<file path="config.mk">
export PLATFORM = sky130hd
export DESIGN_NAME = regfile_wb_arbiter_flat
export DESIGN_NICKNAME = d
export VERILOG_FILES = /design/src/rtl/regfile_wb_arbiter_if.sv /design/src/rtl/regfile_wb_arbiter.sv /design/src/flat_wrapper.sv
export SDC_FILE = /design/constraint.sdc
export NUM_CORES = 1
export LEC_CHECK = 0
export CORE_MARGIN = 4
export CORE_UTILIZATION = 55
export CTS_CLUSTER_SIZE = 25
export DETAILED_ROUTE_END_ITERATION = 8
export GPL_TIMING_DRIVEN = 0
export HOLD_SLACK_MARGIN = 0.1
export PLACE_DENSITY_LB_ADDON = 0.2
export RECOVER_POWER = 100
export SLEW_MARGIN = 20
export SYNTH_ARGS = -nofsm -noshare
export SYNTH_HDL_FRONTEND = slang
export SYNTH_SLANG_ARGS = --single-unit
</file>
<file path="constraint.sdc">
create_clock -name clock -period 8.15 [get_ports clock]
set_input_delay 0.815 -clock clock [delete_from_list [all_inputs] [get_ports clock]]
set_output_delay 0.815 -clock clock [all_outputs]
set_load 0.02 [all_outputs]
</file>
<file path="src/rtl/regfile_wb_arbiter_if.sv">
// Write-back port bundle between the execute/memory producers and the arbiter.
// The ALU result, load-return beat, load-issue mark, decode hazard check and register-file write port all live here.
// master: producer/decode/regfile side; slave: the arbiter itself.
interface regfile_wb_arbiter_if #(
  parameter int REG_DATA_WIDTH = 32,
  parameter int REG_SEL_BITS   = 5
);
  // ALU result path
  logic                      alu_valid;
  logic [REG_SEL_BITS-1:0]   alu_sel;
  logic [REG_DATA_WIDTH-1:0] alu_data;
  logic                      alu_ready;
  // Load-return path
  logic                      ld_valid;
  logic [REG_SEL_BITS-1:0]   ld_sel;
  logic [REG_DATA_WIDTH-1:0] ld_data;
  logic                      ld_ready;
  // Load issue and decode hazard query
  logic                      mark_valid;
  logic [REG_SEL_BITS-1:0]   mark_sel;
  logic [REG_SEL_BITS-1:0]   chk_sel1;
  logic [REG_SEL_BITS-1:0]   chk_sel2;
  logic                      hazard;
  // Register-file write port
  logic                      wEn;
  logic [REG_SEL_BITS-1:0]   write_sel;
  logic [REG_DATA_WIDTH-1:0] write_data;

  modport master (
    output alu_valid, alu_sel, alu_data, input alu_ready,
    output ld_valid, ld_sel, ld_data, input ld_ready,
    output mark_valid, mark_sel, chk_sel1, chk_sel2, input hazard,
    input wEn, write_sel, write_data
  );

  modport slave (
    input alu_valid, alu_sel, alu_data, output alu_ready,
    input ld_valid, ld_sel, ld_data, output ld_ready,
    input mark_valid, mark_sel, chk_sel1, chk_sel2, output hazard,
    output wEn, write_sel, write_data
  );
endinterface

</file>
<file path="src/rtl/regfile_wb_arbiter.sv">
// Write-back arbiter owning the single register-file write port; merges ALU results with buffered load returns and tracks in-flight loads.
// Latency: winner is written 1 cycle after grant; a load beat is written no earlier than 2 cycles after acceptance.
// Backpressure: ld_ready drops when the load FIFO is full; alu_ready drops for one cycle when a starved load is forced.
// Ports: clock, reset (async active-low), bus (slave modport: alu_*, ld_*, mark_*, chk_sel*, hazard, wEn/write_sel/write_data).
module regfile_wb_arbiter #(
  parameter int REG_DATA_WIDTH = 32,
  parameter int REG_SEL_BITS   = 5,
  parameter int LD_DEPTH       = 2,
  parameter int STARVE_MAX     = 3
) (
  input logic                 clock,
  input logic                 reset,
  regfile_wb_arbiter_if.slave bus
);

  localparam int NREG  = 1 << REG_SEL_BITS;
  localparam int PTR_W = $clog2(LD_DEPTH);
  localparam int CNT_W = $clog2(LD_DEPTH + 1);
  localparam int STV_W = $clog2(STARVE_MAX + 1);

  typedef struct packed {
    logic [REG_SEL_BITS-1:0]   sel;
    logic [REG_DATA_WIDTH-1:0] data;
  } wb_beat_t;

  // Load-return FIFO storage and pointers
  wb_beat_t               fifo_mem [LD_DEPTH];
  logic [PTR_W-1:0]       wr_ptr;
  logic [PTR_W-1:0]       rd_ptr;
  logic [CNT_W-1:0]       fifo_cnt;
  logic                   fifo_nonempty;
  logic                   fifo_full;
  logic                   push;
  wb_beat_t               head;

  // Arbitration
  logic [STV_W-1:0]       starve_cnt;
  logic [STV_W-1:0]       starve_nxt;
  logic                   force_ld;
  logic                   grant_ld;
  logic                   grant_alu;
  wb_beat_t               win;

  // Busy scoreboard
  logic [NREG-1:0]        busy;
  logic [NREG-1:0]        busy_nxt;

  // Registered write port
  logic                   wen_q;
  logic [REG_SEL_BITS-1:0]   wsel_q;
  logic [REG_DATA_WIDTH-1:0] wdata_q;

  assign fifo_nonempty = (fifo_cnt != '0);
  assign fifo_full     = (fifo_cnt == CNT_W'(LD_DEPTH));
  // Push decision uses the pre-pop full flag: a pop in the same cycle does not open a slot.
  assign push          = bus.ld_valid && !fifo_full;
  assign head          = fifo_mem[rd_ptr];

  assign force_ld  = fifo_nonempty && (starve_cnt >= STV_W'(STARVE_MAX));
  assign grant_ld  = fifo_nonempty && (force_ld || !bus.alu_valid);
  assign grant_alu = bus.alu_valid && !force_ld;
  assign win       = grant_ld ? head : wb_beat_t'{sel: bus.alu_sel, data: bus.alu_data};

  assign bus.alu_ready  = !force_ld;
  assign bus.ld_ready   = !fifo_full;
  assign bus.hazard     = busy[bus.chk_sel1] | busy[bus.chk_sel2];
  assign bus.wEn        = wen_q;
  assign bus.write_sel  = wsel_q;
  assign bus.write_data = wdata_q;

  // Starve counter only accumulates while a load is actually waiting behind the ALU.
  always_comb begin
    starve_nxt = starve_cnt;
    if (grant_ld || !fifo_nonempty) begin
      starve_nxt = '0;
    end else if (grant_alu && (starve_cnt < STV_W'(STARVE_MAX))) begin
      starve_nxt = starve_cnt + STV_W'(1);
    end
  end

  // Clear first, then set, so a same-cycle mark of the retiring index stays busy.
  always_comb begin
    busy_nxt = busy;
    if (grant_ld) begin
      busy_nxt[head.sel] = 1'b0;
    end
    if (bus.mark_valid && (bus.mark_sel != '0)) begin
      busy_nxt[bus.mark_sel] = 1'b1;
    end
  end

  // Storage needs no reset: the pointers and count define which entries are live.
  always_ff @(posedge clock) begin
    if (push) begin
      fifo_mem[wr_ptr] <= wb_beat_t'{sel: bus.ld_sel, data: bus.ld_data};
    end
  end

  always_ff @(posedge clock or negedge reset) begin
    if (!reset) begin
      wr_ptr     <= '0;
      rd_ptr     <= '0;
      fifo_cnt   <= '0;
      starve_cnt <= '0;
      busy       <= '0;
      wen_q      <= 1'b0;
      wsel_q     <= '0;
      wdata_q    <= '0;
    end else begin
      if (push) begin
        wr_ptr <= wr_ptr + PTR_W'(1);
      end
      if (grant_ld) begin
        rd_ptr <= rd_ptr + PTR_W'(1);
      end
      case ({push, grant_ld})
        2'b10:   fifo_cnt <= fifo_cnt + CNT_W'(1);
        2'b01:   fifo_cnt <= fifo_cnt - CNT_W'(1);
        default: fifo_cnt <= fifo_cnt;
      endcase
      starve_cnt <= starve_nxt;
      busy       <= busy_nxt;
      // Register 0 is hardwired: its writers are consumed without a write strobe.
      wen_q <= (grant_ld || grant_alu) && (win.sel != '0);
      if (grant_ld || grant_alu) begin
        wsel_q  <= win.sel;
        wdata_q <= win.data;
      end
    end
  end

endmodule
</file>
<file path="src/flat_wrapper.sv">
// flat-port wrapper written by rule: the top's interface ports become plain ports
module regfile_wb_arbiter_flat 
#(
  parameter int REG_DATA_WIDTH = 32,
  parameter int REG_SEL_BITS   = 5,
  parameter int LD_DEPTH       = 2,
  parameter int STARVE_MAX     = 3
)
  (clock, reset, bus_alu_valid, bus_alu_sel, bus_alu_data, bus_alu_ready, bus_ld_valid, bus_ld_sel, bus_ld_data, bus_ld_ready, bus_mark_valid, bus_mark_sel, bus_chk_sel1, bus_chk_sel2, bus_hazard, bus_wEn, bus_write_sel, bus_write_data);
  regfile_wb_arbiter_if #(.REG_DATA_WIDTH(REG_DATA_WIDTH), .REG_SEL_BITS(REG_SEL_BITS)) bus_i ();
  input logic clock;
  input logic reset;
  input wire logic [$bits(bus_i.alu_valid)-1:0] bus_alu_valid;
  input wire logic [$bits(bus_i.alu_sel)-1:0] bus_alu_sel;
  input wire logic [$bits(bus_i.alu_data)-1:0] bus_alu_data;
  output wire logic [$bits(bus_i.alu_ready)-1:0] bus_alu_ready;
  input wire logic [$bits(bus_i.ld_valid)-1:0] bus_ld_valid;
  input wire logic [$bits(bus_i.ld_sel)-1:0] bus_ld_sel;
  input wire logic [$bits(bus_i.ld_data)-1:0] bus_ld_data;
  output wire logic [$bits(bus_i.ld_ready)-1:0] bus_ld_ready;
  input wire logic [$bits(bus_i.mark_valid)-1:0] bus_mark_valid;
  input wire logic [$bits(bus_i.mark_sel)-1:0] bus_mark_sel;
  input wire logic [$bits(bus_i.chk_sel1)-1:0] bus_chk_sel1;
  input wire logic [$bits(bus_i.chk_sel2)-1:0] bus_chk_sel2;
  output wire logic [$bits(bus_i.hazard)-1:0] bus_hazard;
  output wire logic [$bits(bus_i.wEn)-1:0] bus_wEn;
  output wire logic [$bits(bus_i.write_sel)-1:0] bus_write_sel;
  output wire logic [$bits(bus_i.write_data)-1:0] bus_write_data;
  assign bus_i.alu_valid = bus_alu_valid;
  assign bus_i.alu_sel = bus_alu_sel;
  assign bus_i.alu_data = bus_alu_data;
  assign bus_alu_ready = bus_i.alu_ready;
  assign bus_i.ld_valid = bus_ld_valid;
  assign bus_i.ld_sel = bus_ld_sel;
  assign bus_i.ld_data = bus_ld_data;
  assign bus_ld_ready = bus_i.ld_ready;
  assign bus_i.mark_valid = bus_mark_valid;
  assign bus_i.mark_sel = bus_mark_sel;
  assign bus_i.chk_sel1 = bus_chk_sel1;
  assign bus_i.chk_sel2 = bus_chk_sel2;
  assign bus_hazard = bus_i.hazard;
  assign bus_wEn = bus_i.wEn;
  assign bus_write_sel = bus_i.write_sel;
  assign bus_write_data = bus_i.write_data;
  regfile_wb_arbiter #(.REG_DATA_WIDTH(REG_DATA_WIDTH), .REG_SEL_BITS(REG_SEL_BITS), .LD_DEPTH(LD_DEPTH), .STARVE_MAX(STARVE_MAX)) u_core (.clock(clock), .reset(reset), .bus(bus_i));
endmodule
</file>
## Word-level counts from Yosys, hierarchy flattened

Memories as Yosys holds them, arrays and structs flattened.
Index checks and enable logic that the tools add are counted.

- Bits in registers: 76
- Bits in latches: 0
- RAM bits: 74
- Memory bits (read-only): 0
- Input bits: 94
- Word-level logic and storage cells: 66
- Memories kept: 1

Memory list:

| memory | words | width | read ports | clocked after memory_dff | write ports | line | source |
|---|---|---|---|---|---|---|---|
| u_core.fifo_mem | 2 | 37 | 1 | 0 | 1 | regfile_wb_arbiter.sv:27 | `wb_beat_t fifo_mem [LD_DEPTH];` |

- $add $sub $neg: 5
- Multipliers: 0
- Div/mod/pow operators: 0
- $lt $le $gt $ge: 8
- Equal/unequal tests: 3
- Shifts and indexed selects: 0
- Multiplexer cells: 16
- Bitwise operators: 4
- Reductions and logical operators: 21

Operators with widths:

| kind | number |
|---|---|
| $mux 32 | 2 |
| $mux 37 | 1 |
| $and 32x32->32 | 1 |
| $not 32->32 | 1 |
| $or 32x32->32 | 1 |
| $lt 5x6->1 const B | 4 |
| $bmux 1 s5 | 2 |
| $demux 1 s5 | 2 |
| $ge 5x1->1 const B | 2 |
| $reduce_bool 5->1 | 2 |
| $logic_and 1x1->1 | 9 |
| $mux 1 | 6 |
| $reduce_bool 2->1 | 3 |
| $add 2x1->2 const B | 2 |
| $eq 2x2->1 const B | 2 |
| $logic_not 1->1 | 4 |
| $mux 2 | 2 |
| $pmux 2 s2 | 1 |
| $logic_or 1x1->1 | 3 |
| $add 1x1->1 const B | 2 |
| $eq 2x1->1 const B | 1 |
| $ge 2x2->1 const B | 1 |
| $lt 2x2->1 const B | 1 |
| $sub 2x1->2 const B | 1 |
| $or 1x1->1 | 1 |

## Depth between registers and ports, before layout

An unclocked memory read counts as a cell.

- Depth in word-level cells: 10
- Depth in mapped cells: 9
- Gate-level depth less buffers: 7

## Worst setup path before layout

No wires, ideal clock.

- Kind: input to output
- Start: input port bus_chk_sel1[1]
- End: output port bus_hazard
- Arrival time: 2.207 ns
- Required time: 7.335 ns
- Slack: 5.128 ns
- Stages on the path: 6
- Buffers on the path: 1
- Path through: clkbuf_1 mux2_2 nor3b_1 a311oi_1 a311oi_1 nand4_1

- Longest elaborated chain between the ends: 3

RTL lines:

| what | line | source |
|---|---|---|
| start: declaration | flat_wrapper.sv:23 | `input wire logic [$bits(bus_i.chk_sel1)-1:0] bus_chk_sel1;` |
| $bmux 1 s5 | regfile_wb_arbiter.sv:66 | `assign bus.hazard = busy[bus.chk_sel1] \| busy[bus.chk_sel2];` |
| $mux 1 (not written as such) | regfile_wb_arbiter.sv:66 |  |
| $or 1x1->1 | regfile_wb_arbiter.sv:66 |  |
| end: declaration | flat_wrapper.sv:25 | `output wire logic [$bits(bus_i.hazard)-1:0] bus_hazard;` |

No other way between the ends. The select of a mux whose other input is x is not followed.

## Worst setup path in the final report

- Start: input port bus_chk_sel2[2]
- End: output port bus_hazard

- Longest elaborated chain between the ends: 3

RTL lines:

| what | line | source |
|---|---|---|
| start: declaration | flat_wrapper.sv:24 | `input wire logic [$bits(bus_i.chk_sel2)-1:0] bus_chk_sel2;` |
| $bmux 1 s5 | regfile_wb_arbiter.sv:66 |  |
| $mux 1 (not written as such) | regfile_wb_arbiter.sv:66 |  |
| $or 1x1->1 | regfile_wb_arbiter.sv:66 |  |

No other way between the ends. The select of a mux whose other input is x is not followed.

==> summary.txt <==
CTS
  – Later-pin clock latency in the skew report: roughly 0.42 ns
  – Number of CTS-inserted buffers: 17
  – Post-CTS Setup Bufs: 0
  – CTS tree: built
  – Post-CTS Hold Fix Bufs: 0
  – Post-cts repair resize count: 0
  – Clock tree buffer depth: 2
  – Root Driver: clkbuf_16
  – H-tree depth: 4
  – Worst-path clk slew: approximately 0.06 ns
  – CTS sink count: 150

Global route
  – GRT Util Overall: between 20% and 30%
  – Gr ovfl total: 0
  – Initial antenna violation count: 1
  – Number of global-route vias before repair: 5,212
  – Maximum number of pins on one net before global-route repair: 50
  – First-pass GRT wire length: ~27,000 um

Detailed routing
  – DRT Pass-1 Iters: 6
  – Post-route ant nets: 0
  – WL/cell: between 20 and 25 um
  – Vias: between 4,000 and 5,000
  – Via density: 5.92
  – Total Wirelength: 17,000 um
  – # DRC: 0
  – DRT iter0 DRCs: around 310

STA
  – Crit path time final: slightly above 4 ns
  – Final Max Tran Viols: 100
  – Final TNS setup: 0 ns
  – RSZ-0062 raised after global routing: no
  – Final setup fails: 0
  – Worst Tran Pin Value: 2.72 ns
  – Max Clk Rate: about 0.24 GHz
  – Clock Skews: 0.00612 ns
  – Max-slew headroom: -81.6%
  – Fin. Hold Viols: 0
  – Fin crit share: roughly 50%

Logic synthesis
  – Cell taking the most area after synthesis: edfxtp_1
  – YS warnings: 0
  – Cell variety after synth: 41
  – Syn_area_per_cell: 12.2 um^2
  – Most frequent cell after synthesis: o21ai_0
  – Post-synth ARST share: around 51%
  – Most frequent cells after synthesis: o21ai_0 (135), nand2_1 (84), dfrtp_1 (76)
  – Synth Flop Type: dfrtp_1
  – Mapped cell area: ~6500 um^2
  – #FFs+latches synth: 150
  – Top-area cell type share of the netlist area: 34.1%
  – Syn Inst Count: about 530
  – Number of flops mapped to enable cells by yosys: 74
  – Register area share after synthesis: between 60% and 70%
  – Synth top area cells: edfxtp_1 (34%), dfrtp_1 (29%), o21ai_0 (10%)
  – Syn Nets: 629

Worst setup path
  – Critical path type: primary input to output port
  – Worst Path Max Fanout: 10
  – Critical path arrival: about 3.3 ns
  – Startpoint types: primary input
  – Worst EP required: about 7.3 ns
  – Element type at the critical path end: output port

Cells and area
  – Layout cell share with drive strength beyond 1: approximately 7%
  – Layout fillers: 759
  – Area Growth Syn to Fin: 32.9%
  – Antenna cells: 0
  – Post-layout util: 75.1%
  – Nets@finish: roughly 780

Power
  – PwrDens: approximately 360 nW/um^2
  – IR drop worst, VDD: between 200 and 300 uV
  – Pleak: about 3.3 nW

Run status
  – Status: finished, violations left
  – Violated checks: capacitance limit, slew limit

Job
  – Max cap viols: 3

Placement
  – I/O Buffers: approximately 130
  – DP HPWL: 11,800 um
  – Routability Congestion: ~0.90

Die
  – Row Count: 39
  – Die extent in x: between 100 and 150 um
  – Num ports: between 100 and 150
  – Area of the core: approximately 12,000 um^2
  – Die extent in y: ~120 um
  – Initial core utilization: between 50% and 60%
  – Die footprint: 13,600 um^2

Hold path
  – Min-Delay Path Class: flip-flop to flip-flop
power by group:
| part | switching [mW] | leakage (nW) | internal (mW) |
|---|---|---|---|
| combinational | 0.630 | 1.39 | 0.436 |
| sequential | 0.155 | 1.59 | 1.09 |
| clock | 0.292 | 0.323 | 0.546 |
routing by layer:
layer | track usage (%) | up-vias | wire length (um)
met1 | 30.6 | 2453 | 6620
met5 | 0 | - | 12
met2 | 44.2 | 215 | 8640
met4 | 10.6 | 2 | 378
met3 | 8.38 | 39 | 1300
li1 | - | 2273 | -
worst paths after layout:
path / slack, ns / to / start / depth (start not counted)
min: 0.44 / u_core.starve_cnt[0] / u_core.starve_cnt[0] / 1
max: 4.06 / bus_hazard / bus_chk_sel2[2] / 8
min reg2reg: 0.44 / u_core.starve_cnt[0] / u_core.starve_cnt[0] / 1
min in group asynchronous: 0.80 / u_core.busy[26] / reset / 1
max in group asynchronous: 4.08 / u_core.bus.write_data[25] / reset / 2
max reg2reg: 4.66 / u_core.fifo_mem[0][6] / u_core.fifo_cnt[0] / 4
cell families after synthesis:
logic type	synth area share [%]
compound gates	12.1
xor+xnor	0.673
simple gates	9.67
buf+inv	2.11
flops	63.4
fa+ha+maj	0.384
mux	11.7
sequential cells by signal, summed over array words and instances (netlist names):
name	count
u_core.bus.wEn	1
u_core.bus.write_data	32
u_core.bus.write_sel	5
u_core.busy	32
u_core.fifo_cnt	2
u_core.fifo_mem	74
u_core.rd_ptr	1
u_core.starve_cnt	2
u_core.wr_ptr	1
through the flow:
stage | setup slack, ns | instance area, um^2 | hold slack, ns | cells | power (mW)
6_report | 4.06 | 8650 | 0.440 | 842 | 3.15
5_1_grt | 3.35 | 8650 | 0.481 | 842 | 3.32
4_1_cts | 4.13 | 8740 | 0.330 | 842 | 3.23
3_5_place_dp | 4.14 | 8090 | 0.435 | 810 | 2.37
3_3_place_gp | 3.59 | 8000 | 0.425 | 807 | 2.31
2_1_floorplan | 5.13 | 6510 | 0.416 | 533 | 1.86
placed cells by master, fill, tap and decap left out, drive strengths merged, types with 2 or more instances in the layout:
| cell type | synthesis | final |
|---|---|---|
| nor3 | 4 | 4 |
| xor2 | 2 | 2 |
| ha | 2 | 2 |
| nor2 | 11 | 11 |
| nor3b | 2 | 2 |
| buf | 11 | 7 |
| mux4 | 11 | 11 |
| bufinv | 0 | 2 |
| dlygate4sd3 | 0 | 80 |
| nand2 | 84 | 84 |
| nor2b | 9 | 9 |
| edfxtp | 74 | 74 |
| dfrtp | 76 | 76 |
| nand2b | 6 | 6 |
| o21ai | 135 | 135 |
| mux2i | 41 | 41 |
| nand4 | 4 | 4 |
| nand3b | 2 | 2 |
| nand3 | 12 | 12 |
| clkdlybuf4s50 | 0 | 50 |
| a21oi | 3 | 3 |
| clkbuf | 15 | 50 |
| a311oi | 3 | 3 |
| mux2 | 7 | 7 |
| a211oi | 2 | 2 |
| inv | 2 | 2 |
| xnor2 | 3 | 3 |
| clkinv | 0 | 3 |
worst max-delay path: stages:
cell and delay [ns]:
dlygate4sd3_1 0.68, buf_6 0.20, mux4_2 0.50, nand3_1 0.09
nand4_1 0.10, a311oi_1 0.22, nand4_1 0.11, clkdlybuf4s50_1 0.56
layout make-up:
cell class	instances	area [um^2]	share of cell area (%)
Inverter	2	7.51	0.0868
Timing Repair Buffer	134	1320	15.2
Clock inverter	5	77.6	0.897
Sequential cell	150	4120	47.7
Buffer	26	125	1.45
Multi-Input combinational cell	355	2240	25.9
Clock buffer	27	577	6.67
Tap cell	143	179	2.07
Power figures use the tool's default switching activity.
